`src/rtl/rcastudioii_mem_arb.sv`:
```
// Three-port arbiter (loader > DMA > CPU) in front of a single-port synchronous RAM.
// Optional CPU starvation guard is enabled by defining MEM_ARB_STARVE_GUARD_EN.
module rcastudioii_mem_arb #(
    parameter int          AW           = 12,
    parameter int unsigned ROM_TOP      = 12'h800,
    parameter int          STARVE_LIMIT = 8
) (
    input  logic          clk,
    input  logic          reset_n,
    input  logic          ld_active,
    input  logic          ld_req,
    input  logic          ld_we,
    input  logic [AW-1:0] ld_addr,
    input  logic [7:0]    ld_wdata,
    output logic          ld_ack,
    input  logic          dma_req,
    input  logic [AW-1:0] dma_addr,
    output logic          dma_ack,
    output logic          dma_rvalid,
    output logic [7:0]    dma_rdata,
    input  logic          cpu_req,
    input  logic          cpu_we,
    input  logic [AW-1:0] cpu_addr,
    input  logic [7:0]    cpu_wdata,
    output logic          cpu_ack,
    output logic          cpu_rvalid,
    output logic [7:0]    cpu_rdata,
    output logic          cpu_hold,
    output logic          wp_hit,
    output logic [AW-1:0] ram_addr,
    output logic          ram_we,
    output logic [7:0]    ram_wdata,
    input  logic [7:0]    ram_rdata
);

    typedef enum logic {
        ST_IDLE   = 1'b0,
        ST_ACCESS = 1'b1
    } state_t;

    localparam logic [AW-1:0] L_ROM_TOP = AW'(ROM_TOP);

    if (STARVE_LIMIT < 1) begin : g_bad_limit
        $error("STARVE_LIMIT must be at least 1");
    end

    state_t        r_state;
    logic          r_arb_en;
    logic          r_ld_ack;
    logic          r_dma_ack;
    logic          r_cpu_ack;
    logic          r_dma_rvalid;
    logic          r_cpu_rvalid;
    logic          r_acc_we;
    logic [AW-1:0] r_ram_addr;
    logic          r_ram_we;
    logic [7:0]    r_ram_wdata;
    logic          r_wp_hit;
    logic          r_cpu_hold;

    state_t        w_state_next;
    logic          w_ld_ack;
    logic          w_dma_ack;
    logic          w_cpu_ack;
    logic          w_dma_rvalid;
    logic          w_cpu_rvalid;
    logic          w_acc_we;
    logic [AW-1:0] w_ram_addr;
    logic          w_ram_we;
    logic [7:0]    w_ram_wdata;
    logic          w_wp_hit;
    logic          w_cpu_hold;
    logic          w_cpu_grant;
    logic          w_cpu_elig;
    logic          w_cpu_prot;
    logic          w_cpu_first;

    assign w_cpu_elig = cpu_req & ~r_cpu_hold;
    assign w_cpu_prot = (cpu_addr < L_ROM_TOP);

`ifdef MEM_ARB_STARVE_GUARD_EN
    localparam int CW = $clog2(STARVE_LIMIT + 1);
    logic [CW-1:0] r_starve_cnt;

    assign w_cpu_first = (r_starve_cnt >= CW'(STARVE_LIMIT));

    // Saturates at the limit; any gap in cpu_req or a CPU grant restarts the count.
    always_ff @(posedge clk or negedge reset_n) begin
        if (!reset_n) begin
            r_starve_cnt <= '0;
        end else if (!cpu_req || w_cpu_grant) begin
            r_starve_cnt <= '0;
        end else if (!r_cpu_hold && !w_cpu_first) begin
            r_starve_cnt <= r_starve_cnt + 1'b1;
        end
    end
`else
    assign w_cpu_first = 1'b0;
`endif

    always_comb begin
        w_state_next = r_state;
        w_ld_ack     = 1'b0;
        w_dma_ack    = 1'b0;
        w_cpu_ack    = 1'b0;
        w_dma_rvalid = 1'b0;
        w_cpu_rvalid = 1'b0;
        w_acc_we     = r_acc_we;
        w_ram_addr   = r_ram_addr;
        w_ram_we     = 1'b0;
        w_ram_wdata  = r_ram_wdata;
        w_wp_hit     = 1'b0;
        w_cpu_grant  = 1'b0;
        w_cpu_hold   = ld_active | ld_req | ((r_state == ST_ACCESS) & r_ld_ack);

        case (r_state)
            ST_IDLE: begin
                // r_arb_en keeps the first edge after reset release grant-free
                if (r_arb_en) begin
                    if (ld_req) begin
                        w_state_next = ST_ACCESS;
                        w_ld_ack     = 1'b1;
                        w_acc_we     = ld_we;
                        w_ram_addr   = ld_addr;
                        w_ram_wdata  = ld_wdata;
                        w_ram_we     = ld_we;
                    end else if (w_cpu_elig && (w_cpu_first || !dma_req)) begin
                        w_state_next = ST_ACCESS;
                        w_cpu_ack    = 1'b1;
                        w_cpu_grant  = 1'b1;
                        w_acc_we     = cpu_we;
                        w_ram_addr   = cpu_addr;
                        w_ram_wdata  = cpu_wdata;
                        w_ram_we     = cpu_we & ~w_cpu_prot;
                        w_wp_hit     = cpu_we & w_cpu_prot;
                    end else if (dma_req) begin
                        w_state_next = ST_ACCESS;
                        w_dma_ack    = 1'b1;
                        w_acc_we     = 1'b0;
                        w_ram_addr   = dma_addr;
                    end
                end
            end
            ST_ACCESS: begin
                w_state_next = ST_IDLE;
                w_dma_rvalid = r_dma_ack;
                w_cpu_rvalid = r_cpu_ack & ~r_acc_we;
            end
            default: w_state_next = ST_IDLE;
        endcase
    end

    always_ff @(posedge clk or negedge reset_n) begin
        if (!reset_n) begin
            r_state      <= ST_IDLE;
            r_arb_en     <= 1'b0;
            r_ld_ack     <= 1'b0;
            r_dma_ack    <= 1'b0;
            r_cpu_ack    <= 1'b0;
            r_dma_rvalid <= 1'b0;
            r_cpu_rvalid <= 1'b0;
            r_acc_we     <= 1'b0;
            r_ram_addr   <= '0;
            r_ram_we     <= 1'b0;
            r_ram_wdata  <= '0;
            r_wp_hit     <= 1'b0;
            r_cpu_hold   <= 1'b0;
        end else begin
            r_state      <= w_state_next;
            r_arb_en     <= 1'b1;
            r_ld_ack     <= w_ld_ack;
            r_dma_ack    <= w_dma_ack;
            r_cpu_ack    <= w_cpu_ack;
            r_dma_rvalid <= w_dma_rvalid;
            r_cpu_rvalid <= w_cpu_rvalid;
            r_acc_we     <= w_acc_we;
            r_ram_addr   <= w_ram_addr;
            r_ram_we     <= w_ram_we;
            r_ram_wdata  <= w_ram_wdata;
            r_wp_hit     <= w_wp_hit;
            r_cpu_hold   <= w_cpu_hold;
        end
    end

    assign ld_ack     = r_ld_ack;
    assign dma_ack    = r_dma_ack;
    assign cpu_ack    = r_cpu_ack;
    assign dma_rvalid = r_dma_rvalid;
    assign cpu_rvalid = r_cpu_rvalid;
    // Read data is gated so every output sits at zero while reset is held.
    assign dma_rdata  = r_dma_rvalid ? ram_rdata : 8'h00;
    assign cpu_rdata  = r_cpu_rvalid ? ram_rdata : 8'h00;
    assign cpu_hold   = r_cpu_hold;
    assign wp_hit     = r_wp_hit;
    assign ram_addr   = r_ram_addr;
    assign ram_we     = r_ram_we;
    assign ram_wdata  = r_ram_wdata;

endmodule

```
`config.mk`:
```
export PLATFORM = sky130hd
export DESIGN_NAME = rcastudioii_mem_arb
export DESIGN_NICKNAME = d
export VERILOG_FILES = /design/src/rtl/rcastudioii_mem_arb.sv
export SDC_FILE = /design/constraint.sdc
export NUM_CORES = 1
export LEC_CHECK = 0
export ABC_AREA = 1
export ABC_CLOCK_PERIOD_IN_PS = 3450
export BUFFER_PORTS_ARGS = -buffer_cell sky130_fd_sc_hd__buf_2
export CORE_ASPECT_RATIO = 1.5
export CORE_MARGIN = 8
export CORE_UTILIZATION = 45
export DETAILED_ROUTE_END_ITERATION = 10
export PLACE_DENSITY = 0.92
export SLEW_MARGIN = 20
export SYNTH_ARGS = -nofsm -noshare
export SYNTH_HDL_FRONTEND = slang
export SYNTH_SLANG_ARGS = --single-unit
```
`constraint.sdc`:
```
create_clock -name clk -period 3.45 [get_ports clk]
set_input_delay 0.345 -clock clk [delete_from_list [all_inputs] [get_ports clk]]
set_output_delay 0.345 -clock clk [all_outputs]
set_load 0.03 [all_outputs]
```
## Word-level counts from Yosys, hierarchy flattened

Index checks and enable logic that the tools add are counted.

| word-level totals | value |
|---|---|
| register bits | 31 |
| output and inout port bits | 44 |
| word-level logic and storage cells | 67 |

| cells by class | value |
|---|---|
| $lt $le $gt $ge | 1 |
| multiplexer cells | 36 |
| bitwise operators | 11 |
| reduce and logical (&&, ||, !) cells | 6 |

Operators with widths:

| operator | count |
|---|---|
| 2-to-1 mux 12 bit | 3 |
| 2-to-1 mux 8 bit | 4 |
| 2-to-1 mux 1 bit | 28 |
| < comparator 12 bit (second input constant) | 1 |
| AND reduction 3 bit | 2 |
| AND 1 bit | 5 |
| inverter 1 bit | 4 |
| nonzero test 3 bit | 1 |
| bitwise OR 1 bit | 2 |
| case mux 1 bit (2 select lines) | 1 |
| nonzero test 2 bit | 1 |
| logical AND 1 bit | 1 |
| zero test 1 bit | 1 |

## Depth between registers and ports, before layout

Gate-level depths: netlist (run 1).

| depth | value |
|---|---|
| depth in word-level cells | 7 |
| mapped depth | 8 |
| gate-level depth less buffers | 7 |

## Worst setup path after synthesis (run 1)

OpenSTA, ideal clock, no wires.

| path | value |
|---|---|
| path type | register -> output |
| from | register r_dma_rvalid, in the netlist dma_rvalid |
| to | output port dma_rdata[0] |
| arrival time | 1.020 ns |
| slack | 2.085 ns |
| stages on the path, launching flop included | 4 |
| buffers on the path | 1 |
| cell sequence | dfrtp_1 > clkbuf_1 > nand2_1 > inv_1 |

| on the way | value |
|---|---|
| word-level cells in the longest chain between the ends | 1 |

RTL lines:

| what | RTL line | source |
|---|---|---|
| from (decl) | 52 | `logic r_dma_rvalid;` |
| from (signal assigned) | 174 | `r_dma_rvalid <= w_dma_rvalid;` |
| 2-to-1 mux 8 bit | 191 | `assign dma_rdata = r_dma_rvalid ? ram_rdata : 8'h00;` |
| to (decl) | 20 | `output logic [7:0] dma_rdata,` |

No other way between the ends.

## Worst setup path after layout (run 1)

| path | value |
|---|---|
| from | input port ld_req |
| to | register r_ram_addr[3], in the netlist ram_addr[3] |

| on the way | value |
|---|---|
| word-level cells in the longest chain between the ends | 2 |
| elaborated cells on any way between the ends | 3 |
| classes of those cells | mux (1); reduce/logical (2) |

RTL lines:

| what | RTL line | source |
|---|---|---|
| from (decl) | 11 | `input logic ld_req,` |
| nonzero test 3 bit (no line) | -- |  |
| AND reduction 3 bit (no line) | -- |  |
| to (signal assigned) | 177 | `r_ram_addr <= w_ram_addr;` |
| to (decl) | 55 | `logic [AW-1:0] r_ram_addr;` |

Several ways; a longest one is shown, not always the timed one.
A chain may end at the register's enable or synchronous reset.

==> results.ini, run 1 <==
[clock_network]
hold_buffers = 0
clock_path_buffers = 2
clk_pin_slew_ns = 0.06
cts_tree = built
htree_levels = 2
insertion_delay_ns = 0.27
cts_setup_buffers = 0
ctsResizeCount = 0
cts_buffers = 5
clock-sinks = 31
root_buffer = clkbuf_8

[grt]
grt_max_degree = 32
grt_pass1_vias = 1872
grt-ovfl-total = 0
antenna_found_initial = 0
grt_pass1_wl_um = 8150
track_usage_pct = 17.1

[die]
dieHeight_um = 90.7
pin_count = 112
dieWidth_um = 65.8
die-area_um2 = 5960
initial_utilization_pct = 46.3
rows = 27
core_area_um2 = 3610

[synthesis]
ys_seq_elements = 31
yosysSeqAreaShare_pct = 46.4
synth_cell_types = 20
synth_cells = 222
netlist_area_um2 = 1670
yosysTopAreaCell = dfrtp_1
syn-num-nets = 290
synth_top_area_share_pct = 46.4
synth_top_cells_by_area = dfrtp_1, nand2_1, nand3_1, nor2_1, mux2i_1
synth_area_per_cell_um2 = 7.54
synth_warnings = 0

[timing]
maxSlewViolCount = 0
fmax_mhz = 605
hold_viol = 0
setup_viol = 0
layout_min_cycle_time_ns = 1.65
rsz0062_at_grt = false
tns_ns = 0
relSlewSlack_pct = 54.3
finalCritPeriodShare_pct = 47.9
finalClockSkew_ns = 0.00162
worstMarginPinSlew_ns = 0.686
layout_setup_ws_ns = 1.80

[drt]
dr.pass1.iters = 4
drcViolationCount = 0
wl_per_cell_um = 14.0
antenna_left = 0
vias = 1806
viasPerCell = 4.88
drt-total-wl_um = 5190
drt_iter0_markers = 61

[final_layout]
stdcell_area_um2 = 2270
fin_nets = 396
final_cell_mix = buf_2, nand2_1, dfrtp_1
layout_commonest_cell = buf_2
largest_reg_flops = 12
insertedDiodeCount = 0
drive_gt1_share_pct = 37.9
syn2layout_area_growth_pct = 35.8

[job]
maxCapViolCount = 0

[power]
power_leakage_nw = 1.45
irDropWorstVdd_mv = 0.352
cellPowerDensity_nw_per_um2 = 437

[setup_path]
crit_type = in2reg
cpLargestDelayFamily = buffers and inverters
path_cells = buf_2 -> nor2_4 -> a21oi_4 -> inv_1 -> nand2_1 -> nand2_1
path_buf_inv = 2
cpPeakStageDelay_ns = 0.47
cp.arrival_ns = 1.82
slowest_stage = a21oi_4
required_ns = 3.62
end_kind = flip-flop
crit_top_cell = nand2_1
critPathMaxFanout = 26
r2r_slack_ns = 1.92
startpoint_type = primary input

[min_path]
hp-class = in2async

[place]
numPortBuffers = 111
dpl.hpwl_um = 4320
place_area_um2 = 2200
pre_cts_ws_ns = 1.51
gp_congestion = 0.818

[outcome]
status = finished clean

==> power breakdown <==
group,internal (mW),switching (mW),leakage (nW)
sequential,0.413,0.0289,0.384
clock,0.134,0.119,0.0371
combinational,0.0978,0.200,1.03
==> cell families (layout without fill, tap and decap cells) <==
kind of cell,Yosys count,in the layout,share of synthesized area (%)
AOI/OAI and AO/OA,11,11,4.19
muxes,8,8,4.79
and+or+nand+nor,135,135,34.1
other,1,1,0.224
DFF,31,31,46.4
buffers and inverters,36,141,10.3
==> cell type report <==
class	instances	area [um2]
Fill cell	318	1340
Sequential cell	31	776
Multi-Input combinational cell	155	724
Timing Repair Buffer	111	556
Inverter	24	90.1
Clock buffer	6	72.6
Tap cell	43	53.8
==> Yosys cell counts <==
library cell	instances
mux2i_1	8
conb_1	1
nand2_2	1
buf_4	3
nand3_2	2
buf_2	3
nor2_4	1
o21ai_1	8
inv_1	21
inv_2	3
nor3_1	3
clkbuf_1	3
nand3_1	30
buf_6	3
nand2_1	74
a21oi_4	1
dfrtp_1	31
o21ai_0	1
nor2_1	24
a211o_1	1
==> final timing paths <==
kind | to | cells after the start | from
setup / recovery | ram_addr[3]$_DFFE_PN0P_ | 6 | ld_req
hold / removal | ram_wdata[5]$_DFFE_PN0P_ | 1 | reset_n
max in group asynchronous | ram_addr[11]$_DFFE_PN0P_ | 1 | reset_n
setup reg to reg | ram_addr[3]$_DFFE_PN0P_ | 6 | r_state$_DFF_PN0_
hold reg to reg | cpu_rvalid$_DFF_PN0_ | 1 | r_acc_we$_DFFE_PN0P_
min in group clk | cpu_hold$_DFF_PN0_ | 2 | ld_active
==> worst reg2reg max path: stages (launching register included) <==
cell and delay [ns]:
dfrtp_1 0.44, inv_2 0.09, nand2_2 0.11, a21oi_4 0.42, inv_1 0.21, nand2_1 0.11, nand2_1 0.05
==> metal layers <==
metal | up-vias | wire (um) | track usage (%)
met5 | - | 0 | 0
met4 | 0 | 85 | 5.48
met3 | 9 | 765 | 9.07
met2 | 108 | 2600 | 30.0
met1 | 790 | 1750 | 16.2
li1 | 899 | - | -
==> through the flow <==
stage | hold WS, ns | instances | total power [mW] | utilization [%]
after detailed placement | 0.426 | 364 | 0.749 | 60.9
after global routing | 0.160 | 370 | 1.05 | 62.9
final | 0.107 | 370 | 0.993 | 62.9
after global placement | 0.415 | 364 | 0.741 | 60.9
after floorplan | 0.0494 | 222 | 0.636 | -
after CTS | 0.125 | 370 | 1.00 | 62.9
(Power assumes the default switching activity.)
==> run 2: changes to the inputs <==
Settings changed: ABC_AREA 1 to 0, ABC_CLOCK_PERIOD_IN_PS 3450 to 1700, CORE_UTILIZATION 45 to 42, PLACE_DENSITY 0.92 to 0.87.
Clock period 3.45 ns to 1.7 ns, I/O delays scaled along.
==> run 2 against run 1 <==
Net effect: clock skew up 0.00052 ns; global-route usage up 0.078 points; combinational power up 130%; sequential cell count unchanged; largest power group unchanged; highest routed layer unchanged.
==> results.ini, run 2 <==
[outcome]
status = finished clean  ; unchanged

[setup_path]
path_cells = or3b_4 -> a21oi_4 -> mux2_2  ; was buf_2 -> nor2_4 -> a21oi_4 -> inv_1 -> nand2_1 -> nand2_1
required_ns = 1.86  ; was 3.62 ns
cpPeakStageDelay_ns = 0.42  ; was 0.47 ns
crit_type = reg2reg  ; was in2reg
slowest_stage = or3b_4  ; was a21oi_4
startpoint = cpu_hold$_DFF_PN0_  ; was ld_req
critPathMaxFanout = 8  ; was 26
end_kind = flip-flop  ; unchanged
cp.arrival_ns = 1.80  ; was 1.82 ns
startpoint_type = flip-flop  ; was primary input
regToRegStartpoint = cpu_hold$_DFF_PN0_  ; was r_state$_DFF_PN0_

[final_layout]
fin_nets = 345  ; was 396
final_cell_mix = buf_2, dfrtp_1, and2_1  ; was buf_2, nand2_1, dfrtp_1
layout_commonest_cell = buf_2  ; unchanged
drive_gt1_share_pct = 54.7  ; was 37.9%
insertedDiodeCount = 0  ; unchanged
stdcell_area_um2 = 2460  ; was 2270 um2
largest_reg_flops = 12  ; unchanged
syn2layout_area_growth_pct = 45.4  ; was 35.8%

[timing]
rsz0062_at_grt = false  ; unchanged
finalClockSkew_ns = 0.00214  ; was 0.00162 ns
worstMarginPinSlew_ns = 0.703  ; was 0.686 ns
finalCritPeriodShare_pct = 96.1
hold_viol = 0  ; unchanged
relSlewSlack_pct = 53.2  ; was 54.3%
tns_ns = 0  ; unchanged
layout_setup_ws_ns = 0.0668  ; was 1.80 ns
maxSlewViolCount = 0  ; unchanged
setup_viol = 0  ; unchanged
fmax_mhz = 612
layout_min_cycle_time_ns = 1.63

[power]
internal_power_mw = 1.59  ; was 0.645 mW
irDropWorstVdd_mv = 0.792  ; was 0.352 mV
p_seq_share_pct = 38.6  ; was 44.5%
power_leakage_nw = 1.29  ; was 1.45 nW
power_switching_mw = 0.750  ; was 0.348 mW
swShare_pct = 32.0  ; was 35.1%
p_clk_share_pct = 31.7  ; was 25.5%
power_frac_comb_pct = 29.7  ; was 30.0%
cellPowerDensity_nw_per_um2 = 950  ; was 437 nW/um2

[place]
numPortBuffers = 111  ; unchanged
gp_congestion = 0.773  ; was 0.818
dpl.hpwl_um = 4340  ; was 4320 um
pre_cts_ws_ns = 0.0626  ; was 1.51 ns
place_area_um2 = 2320  ; was 2200 um2

[clock_network]
cts_setup_buffers = 0  ; unchanged
htree_levels = 2  ; unchanged
insertion_delay_ns = 0.28  ; was 0.27 ns
clk_pin_slew_ns = 0.06  ; about the same
cts_tree = built  ; unchanged
clock-sinks = 31  ; unchanged
clock_path_buffers = 2  ; unchanged
root_buffer = clkbuf_8  ; unchanged
cts_buffers = 5  ; unchanged

[synthesis]
ys_seq_elements = 31  ; unchanged
netlist_top_cells_count = dfrtp_1, and2_1, mux2_2  ; was nand2_1, dfrtp_1, nand3_1
synth_area_per_cell_um2 = 10.5  ; was 7.54 um2
async_reset_ff_share_pct = 100  ; unchanged
yosysTopAreaCell = dfrtp_1  ; unchanged
synth_top_cells_by_area = dfrtp_1, mux2_2, and2_1, a221oi_1, o221ai_1  ; was dfrtp_1, nand2_1, nand3_1, nor2_1, mux2i_1
ys.flop_type = dfrtp_1  ; unchanged
synth_edf_count = 0  ; unchanged
yosysSeqAreaShare_pct = 45.8  ; was 46.4%
synth_warnings = 0  ; unchanged
synth_top_area_share_pct = 45.8  ; was 46.4%
synth_cell_types = 30  ; was 20
syn-num-nets = 229  ; was 290
yosysMostFrequentCell = dfrtp_1  ; was nand2_1
netlist_area_um2 = 1700  ; was 1670 um2
synth_cells = 161  ; was 222

[die]
pin_count = 112  ; unchanged
die-area_um2 = 6370  ; was 5960 um2
dieHeight_um = 93.8  ; was 90.7 um
initial_utilization_pct = 43.2  ; was 46.3%
dieWidth_um = 67.9  ; was 65.8 um
core_area_um2 = 3920  ; was 3610 um2
rows = 28  ; was 27

[drt]
wl_per_cell_um = 17.1  ; was 14.0 um
dr.pass1.iters = 4  ; unchanged
antenna_left = 0  ; unchanged
viasPerCell = 5.40  ; was 4.88
drcViolationCount = 0  ; unchanged
drt-total-wl_um = 5520  ; was 5190 um
vias = 1745  ; was 1806
drt_iter0_markers = 41  ; was 61

[grt]
track_usage_pct = 17.2  ; was 17.1%
grt_pass1_wl_um = 8490  ; was 8150 um
grt_max_degree = 32  ; unchanged
grt_pass1_vias = 1860  ; was 1872
antenna_found_initial = 0  ; unchanged
grt-ovfl-total = 0  ; unchanged

[job]
maxCapViolCount = 0  ; unchanged

[min_path]
min_from = cpu_addr[11]
hp-class = in2reg  ; was in2async

run 2: per-layer routing:
layer | share of wire (%) | up-vias | wire length [um] | global-route usage [%]
met4 | 1.7 | 0 | 96 | 6.17
li1 | - | 816 | - | -
met3 | 12 | 11 | 647 | 6.81
met2 | 53 | 84 | 2910 | 30.4
met5 | 0 | - | 0 | 0
met1 | 34 | 834 | 1860 | 17.4
run 2: cells by family (layout without fill, tap and decap cells):
group                  count (synthesis)  in the layout  share of synthesized area, %
AOI/OAI and AO/OA                     42             42                          20.1
buffers and inverters                 28            145                          7.38
DFF                                   31             31                          45.8
muxes                                 16             16                          10.6
other                                  1              1                         0.221
and+or+nand+nor                       43             43                          15.9
run 2: stage by stage:
step | std cells | power (mW) | hold WS, ns | util (%)
2_1_floorplan | 161 | 1.34 | -0.126 | -
3_3_place_gp | 314 | 1.59 | 0.247 | 59.2
3_5_place_dp | 314 | 1.61 | 0.259 | 59.2
4_1_cts | 323 | 2.37 | 0.0683 | 62.5
5_1_grt | 323 | 2.45 | 0.0710 | 62.8
6_report | 323 | 2.34 | 0.0754 | 62.8
run 2: power groups by stage:
stage	sequential (mW)	combinational, mW	clock, mW
after floorplan	1.12	0.220	0
after detailed placement	0.916	0.698	0
after CTS	0.905	0.702	0.762
after global placement	0.910	0.684	0
final	0.903	0.696	0.743
after global routing	0.916	0.746	0.789
run 2: path summary, 6_finish.rpt:
path | end | slack [ns] | cells past startpoint
min in group asynchronous | ram_wdata[7]$_DFFE_PN0P_ | 0.47 | 2
max | ram_wdata[6]$_DFFE_PN0P_ | 0.07 | 3
max reg2reg | ram_wdata[6]$_DFFE_PN0P_ | 0.07 | 3
max in group asynchronous | cpu_hold$_DFF_PN0_ | 0.74 | 2
min reg2reg | dma_rvalid$_DFF_PN0_ | 0.48 | 1
min | wp_hit$_DFF_PN0_ | 0.08 | 2
run 2: cell type report:
cell class / instances / area (um2)
sequential: 31 / 777
tap: 45 / 56.3
fill: 361 / 1460
inverter: 13 / 48.8
clock inverter: 2 / 35.0
multi-input combinational: 102 / 806
timing repair buffer: 124 / 659
clock buffer: 6 / 82.6
run 2: critical path, delay by kind of cell (launching register included):
family | cells | cell delay [ns]
multiplexers | 1 | 0.38
AO/OA/AOI/OAI | 1 | 0.30
AND/OR/NAND/NOR | 1 | 0.42
flip-flops | 1 | 0.41
run 2: what timing repair did:
action | in CTS | in global routing
endpoints found under the setup margin | 0 | 8
hold buffers | 1 | 0
resized for setup | 0 | 3
hold endpoints to repair | 31 | 0
